==> src/rtl/door_game_ctrl.sv <==
// door_game_ctrl: game-state sequencer for the two-player door game.
// Runs the round countdown, player door selection, reveal/scoring and
// game-over detection; every output is a register in the pixel clock domain.
// Optional feature macro: RANDOM_DOORS_EN (LFSR-based door selection instead
// of the deterministic round-counter based selection).
module door_game_ctrl #(
  parameter int TICKS_PER_SEC = 25_000_000,
  parameter int ROUND_SECS    = 5,
  parameter int REVEAL_SECS   = 2,
  parameter int START_LIVES   = 3,
  parameter int NUM_DOORS     = 3
) (
  input  logic       clk,
  input  logic       reset,
  input  logic       start,
  input  logic       p1_left,
  input  logic       p1_right,
  input  logic       p2_left,
  input  logic       p2_right,
  output logic [1:0] player_1_pos,
  output logic [1:0] player_2_pos,
  output logic [1:0] correct_door_1,
  output logic [1:0] correct_door_2,
  output logic [1:0] p1_lives,
  output logic [1:0] p2_lives,
  output logic       time_up,
  output logic [3:0] secs_left,
  output logic       game_over,
  output logic [1:0] winner
);

  localparam logic [1:0] S_IDLE   = 2'd0;
  localparam logic [1:0] S_ROUND  = 2'd1;
  localparam logic [1:0] S_REVEAL = 2'd2;
  localparam logic [1:0] S_OVER   = 2'd3;

  localparam int            PW         = (TICKS_PER_SEC > 1) ? $clog2(TICKS_PER_SEC) : 1;
  localparam logic [PW-1:0] TICK_MAX   = PW'(TICKS_PER_SEC - 1);
  localparam logic [1:0]    POS_MAX    = 2'(NUM_DOORS - 1);
  localparam logic [3:0]    ROUND_V    = 4'(ROUND_SECS);
  localparam logic [3:0]    REVEAL_V   = 4'(REVEAL_SECS);
  localparam logic [1:0]    LIVES_V    = 2'(START_LIVES);
  localparam logic [8:0]    NDOORS_V   = 9'(NUM_DOORS);

  logic [1:0]    state_q, state_d;
  logic [PW-1:0] presc_q, presc_d;
  logic [3:0]    secs_q, secs_d;
  logic [3:0]    rev_q, rev_d;
  logic [7:0]    round_cnt_q, round_cnt_d;
  logic [1:0]    pos1_q, pos1_d, pos2_q, pos2_d;
  logic [1:0]    door1_q, door1_d, door2_q, door2_d;
  logic [1:0]    lives1_q, lives1_d, lives2_q, lives2_d;
  logic          time_up_q, time_up_d;
  logic          game_over_q, game_over_d;
  logic [1:0]    winner_q, winner_d;
  logic          tick_s;
  logic          enter_round_s;
  logic          new_game_s;
  logic [8:0]    cnt_ext_s;

`ifdef RANDOM_DOORS_EN
  logic [15:0] lfsr_q;
  logic        lfsr_fb_s;
  assign lfsr_fb_s = lfsr_q[15] ^ lfsr_q[13] ^ lfsr_q[12] ^ lfsr_q[10];

  // Free-running Fibonacci LFSR, stepped every cycle
  always_ff @(posedge clk or negedge reset) begin
    if (!reset) begin
      lfsr_q <= 16'hACE1;
    end else begin
      lfsr_q <= {lfsr_q[14:0], lfsr_fb_s};
    end
  end
`endif

  // Saturating one-step move; opposing pulses in the same cycle cancel
  function automatic logic [1:0] move_pos(input logic [1:0] pos, input logic l, input logic r);
    logic [1:0] res;
    if (l && !r && (pos != 2'd0)) begin
      res = pos - 2'd1;
    end else if (r && !l && (pos != POS_MAX)) begin
      res = pos + 2'd1;
    end else begin
      res = pos;
    end
    return res;
  endfunction

  // A miss costs one life, never going below zero
  function automatic logic [1:0] score(input logic [1:0] lives, input logic hit);
    logic [1:0] res;
    if (!hit && (lives != 2'd0)) begin
      res = lives - 2'd1;
    end else begin
      res = lives;
    end
    return res;
  endfunction

  assign tick_s = (presc_q == TICK_MAX);

  // Next-state logic for the game FSM and all registered outputs
  always_comb begin
    state_d       = state_q;
    presc_d       = presc_q;
    secs_d        = secs_q;
    rev_d         = rev_q;
    round_cnt_d   = round_cnt_q;
    pos1_d        = pos1_q;
    pos2_d        = pos2_q;
    door1_d       = door1_q;
    door2_d       = door2_q;
    lives1_d      = lives1_q;
    lives2_d      = lives2_q;
    time_up_d     = time_up_q;
    game_over_d   = game_over_q;
    winner_d      = winner_q;
    enter_round_s = 1'b0;
    new_game_s    = 1'b0;
    cnt_ext_s     = 9'd0;

    case (state_q)
      S_IDLE, S_OVER: begin
        if (start) begin
          enter_round_s = 1'b1;
          new_game_s    = 1'b1;
        end else begin
          state_d = state_q;
        end
      end
      S_ROUND: begin
        if (tick_s) begin
          presc_d = {PW{1'b0}};
        end else begin
          presc_d = presc_q + {{(PW-1){1'b0}}, 1'b1};
        end
        if (tick_s && (secs_q <= 4'd1)) begin
          // Final second: reveal and score; moves in this cycle are dropped
          secs_d    = 4'd0;
          state_d   = S_REVEAL;
          time_up_d = 1'b1;
          rev_d     = REVEAL_V;
          lives1_d  = score(lives1_q, pos1_q == door1_q);
          lives2_d  = score(lives2_q, pos2_q == door2_q);
        end else begin
          if (tick_s) begin
            secs_d = secs_q - 4'd1;
          end else begin
            secs_d = secs_q;
          end
          pos1_d = move_pos(pos1_q, p1_left, p1_right);
          pos2_d = move_pos(pos2_q, p2_left, p2_right);
        end
      end
      S_REVEAL: begin
        if (tick_s) begin
          presc_d = {PW{1'b0}};
          if (rev_q <= 4'd1) begin
            if ((lives1_q == 2'd0) || (lives2_q == 2'd0)) begin
              state_d     = S_OVER;
              game_over_d = 1'b1;
              winner_d    = {lives1_q == 2'd0, lives2_q == 2'd0};
            end else begin
              enter_round_s = 1'b1;
            end
          end else begin
            rev_d = rev_q - 4'd1;
          end
        end else begin
          presc_d = presc_q + {{(PW-1){1'b0}}, 1'b1};
        end
      end
      default: begin
        state_d = S_IDLE;
      end
    endcase

    if (enter_round_s) begin
      state_d   = S_ROUND;
      presc_d   = {PW{1'b0}};
      secs_d    = ROUND_V;
      time_up_d = 1'b0;
      if (new_game_s) begin
        round_cnt_d = 8'd1;
        pos1_d      = 2'd0;
        pos2_d      = 2'd0;
        lives1_d    = LIVES_V;
        lives2_d    = LIVES_V;
        winner_d    = 2'b00;
        game_over_d = 1'b0;
      end else begin
        round_cnt_d = round_cnt_q + 8'd1;
      end
      cnt_ext_s = {1'b0, round_cnt_d};
`ifdef RANDOM_DOORS_EN
      door1_d = 2'({5'd0, lfsr_q[3:0]} % NDOORS_V);
      door2_d = 2'({5'd0, lfsr_q[7:4]} % NDOORS_V);
`else
      door1_d = 2'(cnt_ext_s % NDOORS_V);
      door2_d = 2'((cnt_ext_s + 9'd1) % NDOORS_V);
`endif
    end else begin
      cnt_ext_s = 9'd0;
    end
  end

  // State and output registers; reset aborts any round immediately
  always_ff @(posedge clk or negedge reset) begin
    if (!reset) begin
      state_q     <= S_IDLE;
      presc_q     <= {PW{1'b0}};
      secs_q      <= ROUND_V;
      rev_q       <= REVEAL_V;
      round_cnt_q <= 8'd0;
      pos1_q      <= 2'd0;
      pos2_q      <= 2'd0;
      door1_q     <= 2'd0;
      door2_q     <= 2'd0;
      lives1_q    <= LIVES_V;
      lives2_q    <= LIVES_V;
      time_up_q   <= 1'b0;
      game_over_q <= 1'b0;
      winner_q    <= 2'b00;
    end else begin
      state_q     <= state_d;
      presc_q     <= presc_d;
      secs_q      <= secs_d;
      rev_q       <= rev_d;
      round_cnt_q <= round_cnt_d;
      pos1_q      <= pos1_d;
      pos2_q      <= pos2_d;
      door1_q     <= door1_d;
      door2_q     <= door2_d;
      lives1_q    <= lives1_d;
      lives2_q    <= lives2_d;
      time_up_q   <= time_up_d;
      game_over_q <= game_over_d;
      winner_q    <= winner_d;
    end
  end

  assign player_1_pos   = pos1_q;
  assign player_2_pos   = pos2_q;
  assign correct_door_1 = door1_q;
  assign correct_door_2 = door2_q;
  assign p1_lives       = lives1_q;
  assign p2_lives       = lives2_q;
  assign time_up        = time_up_q;
  assign secs_left      = secs_q;
  assign game_over      = game_over_q;
  assign winner         = winner_q;

endmodule

==> config.mk <==
export PLATFORM = sky130hd
export DESIGN_NAME = door_game_ctrl
export DESIGN_NICKNAME = d
export VERILOG_FILES = /design/src/rtl/door_game_ctrl.sv
export SDC_FILE = /design/constraint.sdc
export NUM_CORES = 1
export LEC_CHECK = 0
export CORE_UTILIZATION = 45
export CTS_CLUSTER_SIZE = 24
export DETAILED_ROUTE_END_ITERATION = 8
export SETUP_SLACK_MARGIN = 0.3
export SLEW_MARGIN = 30
export SYNTH_ARGS = -nofsm -noshare
export SYNTH_HDL_FRONTEND = slang
export SYNTH_SLANG_ARGS = --single-unit
==> constraint.sdc <==
create_clock -name clk -period 15.9 [get_ports clk]
set_clock_uncertainty 0.2 [all_clocks]
set_input_delay 1.59 -clock clk [delete_from_list [all_inputs] [get_ports clk]]
set_output_delay 1.59 -clock clk [all_outputs]
set_load 0.01 [all_outputs]
==> results by group, run 1 <==
Setup path
  – Worst path required time: 15.86 ns
  – Critical Path AT: 8.78 ns
  – Worst-path maximum fanout: 17
  – Critical Path Sink Type: flip-flop
  – R2R cell count: 28
  – Startpoint types: primary input
  – Setup CP Type: in2reg

Place
  – Routability cong.: about 0.95
  – DP Cell Count: 886
  – DP Area: 6050 um^2
  – Buffers on Ports: 26
  – Detailed Place HPWL: 11200 um

Global route
  – First-pass GRT wire length: 25000 um
  – Initial antenna violation count: 0
  – Gr usage total: 23.8%
  – Vias in the first global route: 5154
  – Largest net degree at the start of global routing: 60
  – Grt ovf: 0

Floorplanning
  – Die height: around 110 um
  – Core Rows: 40
  – CORE AREA: approximately 12000 um^2
  – DIE WIDTH: 114 um
  – Die area: between 10000 and 15000 um^2
  – Initial core utilization: between 40% and 50%
  – Ports: 27

Logic synthesis
  – Mapped Cells: around 720
  – Synth Flop Type: dfrtp_1
  – Largest cells by area after synthesis: dfrtp_1, nand2_1, ha_1
  – Top-count cell post-synth: nand2_1
  – Yosys cell types: 94
  – Yosys warnings: 0
  – Synth cell count leaders: nand2_1, nor2_1, o21ai_0
  – Post-synth EDFFs: 0
  – Syn_nets: between 700 and 800
  – Cell taking the most area after synthesis: dfrtp_1
  – Seq cells post-synth: approximately 60
  – Ys async rst share: between 90% and 100%
  – Synthesized cell area: about 5700 um^2
  – Sequential share of the synthesized area: 26.2%
  – Synth top area share: between 20 and 25%
  – Post-synthesis average cell area: 7.93 um^2

Run
  – Max cap viols: 0

Power and ir drop
  – Total net switching power: 633 uW
  – Post-layout power: between 1000 and 1500 uW
  – Static Leak: 0.00261 uW
  – Clk pwr share: 15.5%
  – P_int: around 650 uW
  – Power Dens Cells: just over 200 nW/um^2
  – Sw frac: roughly half
  – Worst VDD drop: around 0.077 mV
  – Logic gate share of total power: 68.4%
  – Seq pwr share: around 16%

Detailed routing
  – Total Wirelength: 15000 um
  – Starting DRT DRC Count: approximately 440
  – Wire per inst: 16.6 um
  – Vias/cell: 6.05
  – Routed via count: 5453
  – Antenna-violating nets left: 0
  – Pre-antenna DRT Iters: 5
  – DRC viols: 0

Final layout
  – Share of cells above drive strength 1: 9.26%
  – Antenna Cells: 0
  – Final-layout fill cell count: 1206
  – Fin nets: between 700 and 800
  – Layout Utilization: 52.3%
  – Design area: around 6400 um^2
  – Register Area: 1490 um^2
  – Non-Filler Instances: approximately 900
  – Syn-to-layout area delta: 12.0%
  – Area occupied by multi-input gates: 3930 um^2

STA
  – Minimum clock period: 8.82 ns
  – Tcrit/Tclk final: 55.5%
  – RSZ-0062 raised after global routing: no
  – Peak Freq: around 110 MHz
  – Fin. Hold Viols: 0
  – Worst slew pin tran: a little under 1 ns
  – Slew HR: a little over a third
  – Final setup fails: 0
  – Setup TNS Final: 0 ns
  – Max Slew Vio Count: 0

Clock network
  – Clk sinks: slightly below 60
  – Clock buffer depth: 2
  – # H-tree levels: 3
  – Num CTS Buffers: 9
  – Total setup buffers inserted after CTS: 0
  – Post-CTS resize count: 0
  – Hold bufs inserted after CTS: 0
  – CTS tree: done
  – Root buf cell: clkbuf_16
  – Worst skew pair latency: roughly 0.33 ns
  – Reg clk slew, reported paths: 0.05 ns

Min path
  – Worst hold path depth: 1
  – Hold Path Class: reg2reg

Status
  – Status: finished, final reports clean
## power by group through the flow
stage	Clock (uW)	Sequential [uW]	Combinational, uW
floorplan	0	194	687
CTS	203	206	863
global placement	0	207	838
finish	198	206	875
global route	210	210	975
detailed placement	0	208	856
## layer usage
| metal | GRT usage (%) | vias to the layer above | wire length, um | part of all wire [%] |
|---|---|---|---|---|
| met4 | 8.66 | 0 | 266 | 1.8 |
| li1 | - | 2665 | - | - |
| met3 | 2.86 | 21 | 640 | 4.3 |
| met2 | 39.2 | 158 | 7090 | 47 |
| met1 | 32.1 | 2609 | 7020 | 47 |
| met5 | 0 | - | 0 | 0 |
## metrics by stage
stage / hold WS, ns / setup WS [ns]
2_1_floorplan: 0.268 / 8.72
3_3_place_gp: 0.266 / 7.14
3_5_place_dp: 0.268 / 6.97
4_1_cts: 0.278 / 7.28
5_1_grt: 0.317 / 6.48
6_report: 0.277 / 7.08
## worst max-delay path: stages
cell	delay, ns
clkdlybuf4s50_1	0.50
nand2_1	0.57
nand2_1	0.36
inv_1	0.22
ha_1	0.28
nand3_1	0.19
or4_1	0.60
nor2_1	0.14
ha_1	0.27
or3_1	0.14
nor4_1	0.05
a21boi_1	0.34
nor4_1	0.11
nor3_1	0.21
o2111ai_2	0.41
and2_1	0.33
o32a_1	0.35
o41ai_2	0.47
o211ai_1	0.18
xnor2_1	0.18
ha_1	0.21
a31oi_1	0.15
o221ai_1	0.16
nor4b_2	0.27
o2111ai_1	0.22
xnor2_1	0.18
a21oi_1	0.08
## cell families after synthesis
kind of cell    count (synthesis)  synth area share (%)
mux                            19                  3.66
compound gates                200                  25.1
flops                          59                  26.2
simple gates                  307                  27.9
fa+ha+maj                      25                  5.47
xor+xnor                       44                  7.17
buf+inv                        62                  4.52
## registers in the layout, indices dropped and copies added, names as in the netlist, 4 cells and up
name         count
secs_left        4
rev_q            4
presc_q         25
round_cnt_q      8
## worst paths after layout
kind / from / endpoint / slack (ns)
worst max-delay path: start / correct_door_2[0] / 7.08
worst min-delay path: time_up / time_up / 0.28
worst max register to register: state_q[0] / correct_door_2[0] / 7.87
worst min register to register: time_up / time_up / 0.28
max in group asynchronous: reset / round_cnt_q[5] / 13.78
min in group asynchronous: reset / presc_q[19] / 1.20
## area by class of cell
| type | instances | share of cell area, % |
|---|---|---|
| multi-input combinational | 595 | 61.9 |
| tap | 168 | 3.31 |
| clock inverter | 1 | 0.472 |
| sequential | 59 | 23.4 |
| clock buffer | 15 | 4.37 |
| timing repair buffer | 32 | 4.72 |
| inverter | 32 | 1.89 |
## cells in the final DEF (no fill, tap or decap), types with 11 or more instances in the layout
master,n
nand3_1,26
and3_1,13
nor2_1,63
inv_1,31
nand2b_1,11
xnor2_1,28
o211ai_1,12
clkdlybuf4s50_1,25
nor3_1,31
dfrtp_1,52
a21oi_1,35
ha_1,24
o21ai_0,54
mux2i_1,14
nand2_1,86
xor2_1,14
Note: power is estimated with default switching activity, not from simulation.
==> run 2, diff against run 1 <==
clock period = 8.4 ns   (was 15.9 ns; I/O delays follow)
==> results by group, run 2 (synthesized netlist as in run 1, its figures left out) <==
Status
  – Status: finished, final reports clean

Clock network
  – Clock buffer depth: 2
  – Clk sinks: 59
  – Num CTS Buffers: 9
  – Total setup buffers inserted after CTS: 0
  – Root buf cell: clkbuf_16
  – Worst skew pair latency: around 0.32 ns
  – Reg clk slew, reported paths: 0.05 ns
  – CTS tree: done
  – # H-tree levels: 3

STA
  – Minimum clock period: about 7.5 ns
  – Max Slew Vio Count: 0
  – Slew HR: between 40% and 50%
  – Final setup fails: 0
  – Worst slew pin tran: 0.870 ns
  – Fin. Hold Viols: 0
  – Setup TNS Final: 0 ns
  – Peak Freq: 133 MHz
  – Tcrit/Tclk final: 89.7%
  – RSZ-0062 raised after global routing: no

Floorplanning
  – Ports: 27
  – DIE WIDTH: 114 um
  – Die area: between 10000 and 15000 um^2
  – Die height: 114 um
  – CORE AREA: about 12000 um^2
  – Initial core utilization: 46.7%
  – Core Rows: 40

Power and ir drop
  – Total net switching power: 1190 uW
  – Logic gate share of total power: 69.6%
  – Static Leak: 0.00263 uW
  – Clk pwr share: 14.2%
  – Seq pwr share: between 15 and 20%
  – Worst VDD drop: roughly 0.15 mV
  – Sw frac: about half
  – P_int: 1210 uW
  – Power Dens Cells: 377 nW/um^2

Detailed routing
  – Antenna-violating nets left: 0
  – Total Wirelength: 14800 um
  – Pre-antenna DRT Iters: 5
  – Routed via count: 5448
  – Starting DRT DRC Count: 606
  – Wire per inst: about 16 um
  – DRC viols: 0
  – Vias/cell: 6.01

Final layout
  – Antenna Cells: 0
  – Register Area: 1490 um^2
  – Most frequent cells in the layout: nand2_1, nor2_1, o21ai_0, dfrtp_1, a21oi_1
  – Reg with most FFs: presc_q
  – Biggest regs: presc_q: 25 flops, round_cnt_q: 8 flops
  – Final-layout fill cell count: 1201
  – Layout Utilization: between 50 and 60%
  – Area occupied by multi-input gates: ~3900 um^2
  – Syn-to-layout area delta: 12.3%
  – Max reg flops: 25
  – Commonest non-fill, non-tap cell in the layout: nand2_1
  – Fin nets: around 760
  – Share of cells above drive strength 1: about a tenth

Place
  – Detailed Place HPWL: about 11000 um
  – Routability cong.: 0.943
  – Buffers on Ports: 26

Setup path
  – Worst path required time: 8.40 ns
  – Register-to-register setup slack: between 1 and 1.5 ns
  – Slowest stage delay, CP: 0.53 ns
  – Slowest-stage cell, CP: clkdlybuf4s50_1
  – Critical Path Sink Type: flip-flop
  – Setup CP Type: in2reg
  – Critical Path AT: ~7.5 ns
  – Startpoint types: primary input
  – Worst-path maximum fanout: 13

Global route
  – Largest net degree at the start of global routing: 60
  – Vias in the first global route: 5182
  – Grt ovf: 0
  – First-pass GRT wire length: 25300 um
  – Initial antenna violation count: 0
  – Gr usage total: 23.8%

Run
  – Max cap viols: 0

Min path
  – Hold Path Class: reg2reg
==> run 2: layout make-up <==
type                    instances  area share [%]
clock buffers                  14            4.30
clock inverters                 2           0.157
inverters                      32            1.89
multi-input cells             595            61.9
flip-flops and latches         59            23.3
well taps                     168            3.30
repair buffers                 36            5.18
==> run 2: critical path, delay by kind of cell <==
family                     cells  cell delay (ns)
and+or+nand+nor               12             3.06
AOI/OAI and AO/OA              6             1.80
buffers and inverters          2             0.66
adders and majority gates      2             0.60
xor gates and xnor gates       2             0.32
muxes                          1             0.23
==> run 2: worst paths after layout <==
kind,startpoint,end,depth (start not counted)
max in group asynchronous,reset,correct_door_2[1],2
worst max-delay path,start,correct_door_1[0],25
worst min register to register,time_up,time_up,1
worst min-delay path,time_up,time_up,1
min in group asynchronous,reset,presc_q[20],2
worst max register to register,state_q[0],correct_door_1[0],27
==> run 2: power groups by stage <==
stage | Clock (uW) | Combinational [uW] | Sequential, uW
after floorplan | 0 | 1300 | 367
after global placement | 0 | 1600 | 392
after detailed placement | 0 | 1640 | 394
after CTS | 347 | 1650 | 391
after global routing | 363 | 1870 | 398
final | 340 | 1670 | 391
==> run 2: per-layer routing <==
layer,track usage [%],up-vias,routed length [um]
met1,33.1,2595,6960
met4,6.67,0,136
li1,-,2671,-
met5,0,-,0
met3,3.23,12,694
met2,38.5,170,6970
==> run 2: what timing repair did <==
item / in CTS / in global routing
resized for setup: 0 / 2
endpoints found under the setup margin: 0 / 4
hold buffers: 0 / 0
==> run 2: through the flow <==
stage / instances / hold slack (ns) / instance area [um^2] / setup WS, ns / total power (uW)
6_report: 906 / 0.276 / 6370 / 0.867 / 2400
5_1_grt: 906 / 0.311 / 6370 / 0.319 / 2630
4_1_cts: 906 / 0.280 / 6360 / 0.719 / 2390
3_5_place_dp: 890 / 0.270 / 6080 / 0.405 / 2030
3_3_place_gp: 890 / 0.268 / 6080 / 0.700 / 1990
2_1_floorplan: 716 / 0.268 / 5680 / 1.97 / 1670
==> run 3, diff against run 2 <==
GPL_TIMING_DRIVEN = 0   (was unset)
==> results by group, run 3 (synthesized netlist as in run 1, its figures left out) <==
Final layout
  – Share of cells above drive strength 1: between 10 and 15%
  – Biggest regs: presc_q: 25 flops, round_cnt_q: 8 flops
  – Fin nets: 785
  – Commonest non-fill, non-tap cell in the layout: nand2_1
  – Max reg flops: 25
  – Antenna Cells: 0
  – Area occupied by multi-input gates: 3970 um^2
  – Register Area: 1490 um^2
  – Syn-to-layout area delta: 14.4%
  – Final-layout fill cell count: 1203
  – Reg with most FFs: presc_q
  – Most frequent cells in the layout: nand2_1, nor2_1, o21ai_0, dfrtp_1, a21oi_1

Setup path
  – RR Startpoint: state_q[0]
  – Family with the most delay on the worst path: simple AND/OR/NAND/NOR gates
  – R2R cell count: 27
  – Critical path depth in cells: 26
  – Worst setup path end: correct_door_1[0]
  – Slowest stage delay, CP: 0.55 ns
  – Critical Path Source: start
  – Register-to-register setup slack: 1.00 ns
  – Setup CP Type: in2reg
  – Critical Path AT: ~7.7 ns
  – Worst path required time: 8.40 ns
  – Worst-path maximum fanout: 7
  – Slowest-stage cell, CP: clkdlybuf4s50_1
  – CP bufs+invs: 3
  – Critical Path Sink Type: flip-flop
  – Reg-to-reg endpoint: correct_door_1[0]
  – Startpoint types: primary input

Global route
  – Initial antenna violation count: 0
  – GR peak layer: met2
  – Met2 Usage GRT: ~40%
  – Met1 Use GR: approximately 33%
  – Gr usage total: between 20% and 30%
  – Grt met3 use: about 2.7%
  – Vias in the first global route: 5203
  – Grt ovf: 0
  – First-pass GRT wire length: 25700 um
  – Largest net degree at the start of global routing: 39

Status
  – Status: finished, final reports clean

STA
  – Setup TNS Final: 0 ns
  – Worst slew pin tran: 0.943 ns
  – Tcrit/Tclk final: about nine tenths
  – Peak Freq: roughly 130 MHz
  – Final setup fails: 0
  – Fin. Hold Viols: 0
  – Max Slew Vio Count: 0
  – Minimum clock period: about 7.7 ns
  – Slew HR: 36.7%
  – RSZ-0062 raised after global routing: no

Power and ir drop
  – Total net switching power: 1230 uW
  – Seq pwr share: 14.9%
  – Power Dens Cells: around 380 nW/um^2
  – P_int: 1230 uW
  – Sw frac: 49.9%
  – Post-layout power: roughly 2500 uW
  – Worst VDD drop: approximately 0.16 mV
  – Logic gate share of total power: 70.4%
  – Clk pwr share: 14.7%
  – Static Leak: 0.00268 uW

Clock network
  – Root buf cell: clkbuf_16
  – Clk sinks: 59
  – Reg clk slew, reported paths: 0.05 ns
  – Worst skew pair latency: 0.33 ns
  – # H-tree levels: 3
  – Clock buffer depth: 2
  – Total setup buffers inserted after CTS: 0
  – Num CTS Buffers: 9
  – CTS tree: done

Floorplanning
  – CORE AREA: 12200 um^2
  – DIE WIDTH: 114 um
  – Die area: 13100 um^2
  – Ports: 27
  – Initial core utilization: 46.7%
  – Die height: 114 um
  – Core Rows: 40

Place
  – Routability cong.: 0.900
  – Detailed Place HPWL: 11800 um
  – Buffers on Ports: 26

Detailed routing
  – Vias/cell: 5.98
  – Pre-antenna DRT Iters: 6
  – Antenna-violating nets left: 0
  – Total Wirelength: between 15000 and 20000 um
  – Starting DRT DRC Count: 480
  – DRC viols: 0
  – Routed via count: 5544
  – Wire per inst: 16.7 um

Run
  – Max cap viols: 0

Min path
  – Hold Path Class: in2async
[run 3: power by group through the flow]
stage / sequential, uW / clock [uW] / combinational [uW]
floorplan: 367 / 0 / 1300
global placement: 371 / 0 / 1650
detailed placement: 371 / 0 / 1700
CTS: 368 / 368 / 1710
global route: 374 / 383 / 1920
finish: 367 / 362 / 1730
[run 3: worst min-delay path by stage]
stage                  end  depth (start not counted)
3_3_place_gp       time_up                          1
4_1_cts        presc_q[14]                          1
2_1_floorplan   presc_q[4]                          1
3_5_place_dp       time_up                          1
6_report       presc_q[14]                          1
5_1_grt        presc_q[24]                          1
[run 3: worst reg2reg max path, delay by kind of cell, from the launching register on]
kind                       cells  cell delay, ns
muxes                          1            0.23
AOI/OAI and AO/OA              5            1.50
and+or+nand+nor               12            2.78
adders and majority gates      4            1.38
xor gates and xnor gates       2            0.42
buffers and inverters          3            0.40
DFF                            1            0.37
[run 3: final cells by class]
type | count | share of cell area [%]
buffer | 30 | 2.12
clock buffer | 11 | 3.74
clock inverter | 5 | 0.809
inverter | 32 | 1.85
multi-input combinational | 595 | 61.1
sequential | 59 | 22.9
tap | 168 | 3.24
timing repair buffer | 27 | 4.28
[run 3: through the flow]
stage	utilization [%]	worst slack (ns)	hold slack [ns]	cell area, um^2	std cells
after detailed placement	50.7	0.175	0.284	6170	911
after floorplan	-	1.97	0.268	5680	716
after global routing	53.4	0.301	0.215	6490	927
after CTS	53.2	0.467	0.208	6460	927
final	53.4	0.703	0.198	6490	927
after global placement	50.5	0.251	0.273	6150	910
[run 3: repair_timing]
| item | CTS | global route |
|---|---|---|
| hold buffers | 0 | 0 |
| gates resized for setup | 0 | 8 |
| setup endpoints to repair | 0 | 4 |
[run 3: metal layers]
layer	up-vias	share of wire, %
met2	143	48
met5	-	0
met3	19	4.0
met1	2673	46
met4	0	1.6
li1	2709	-
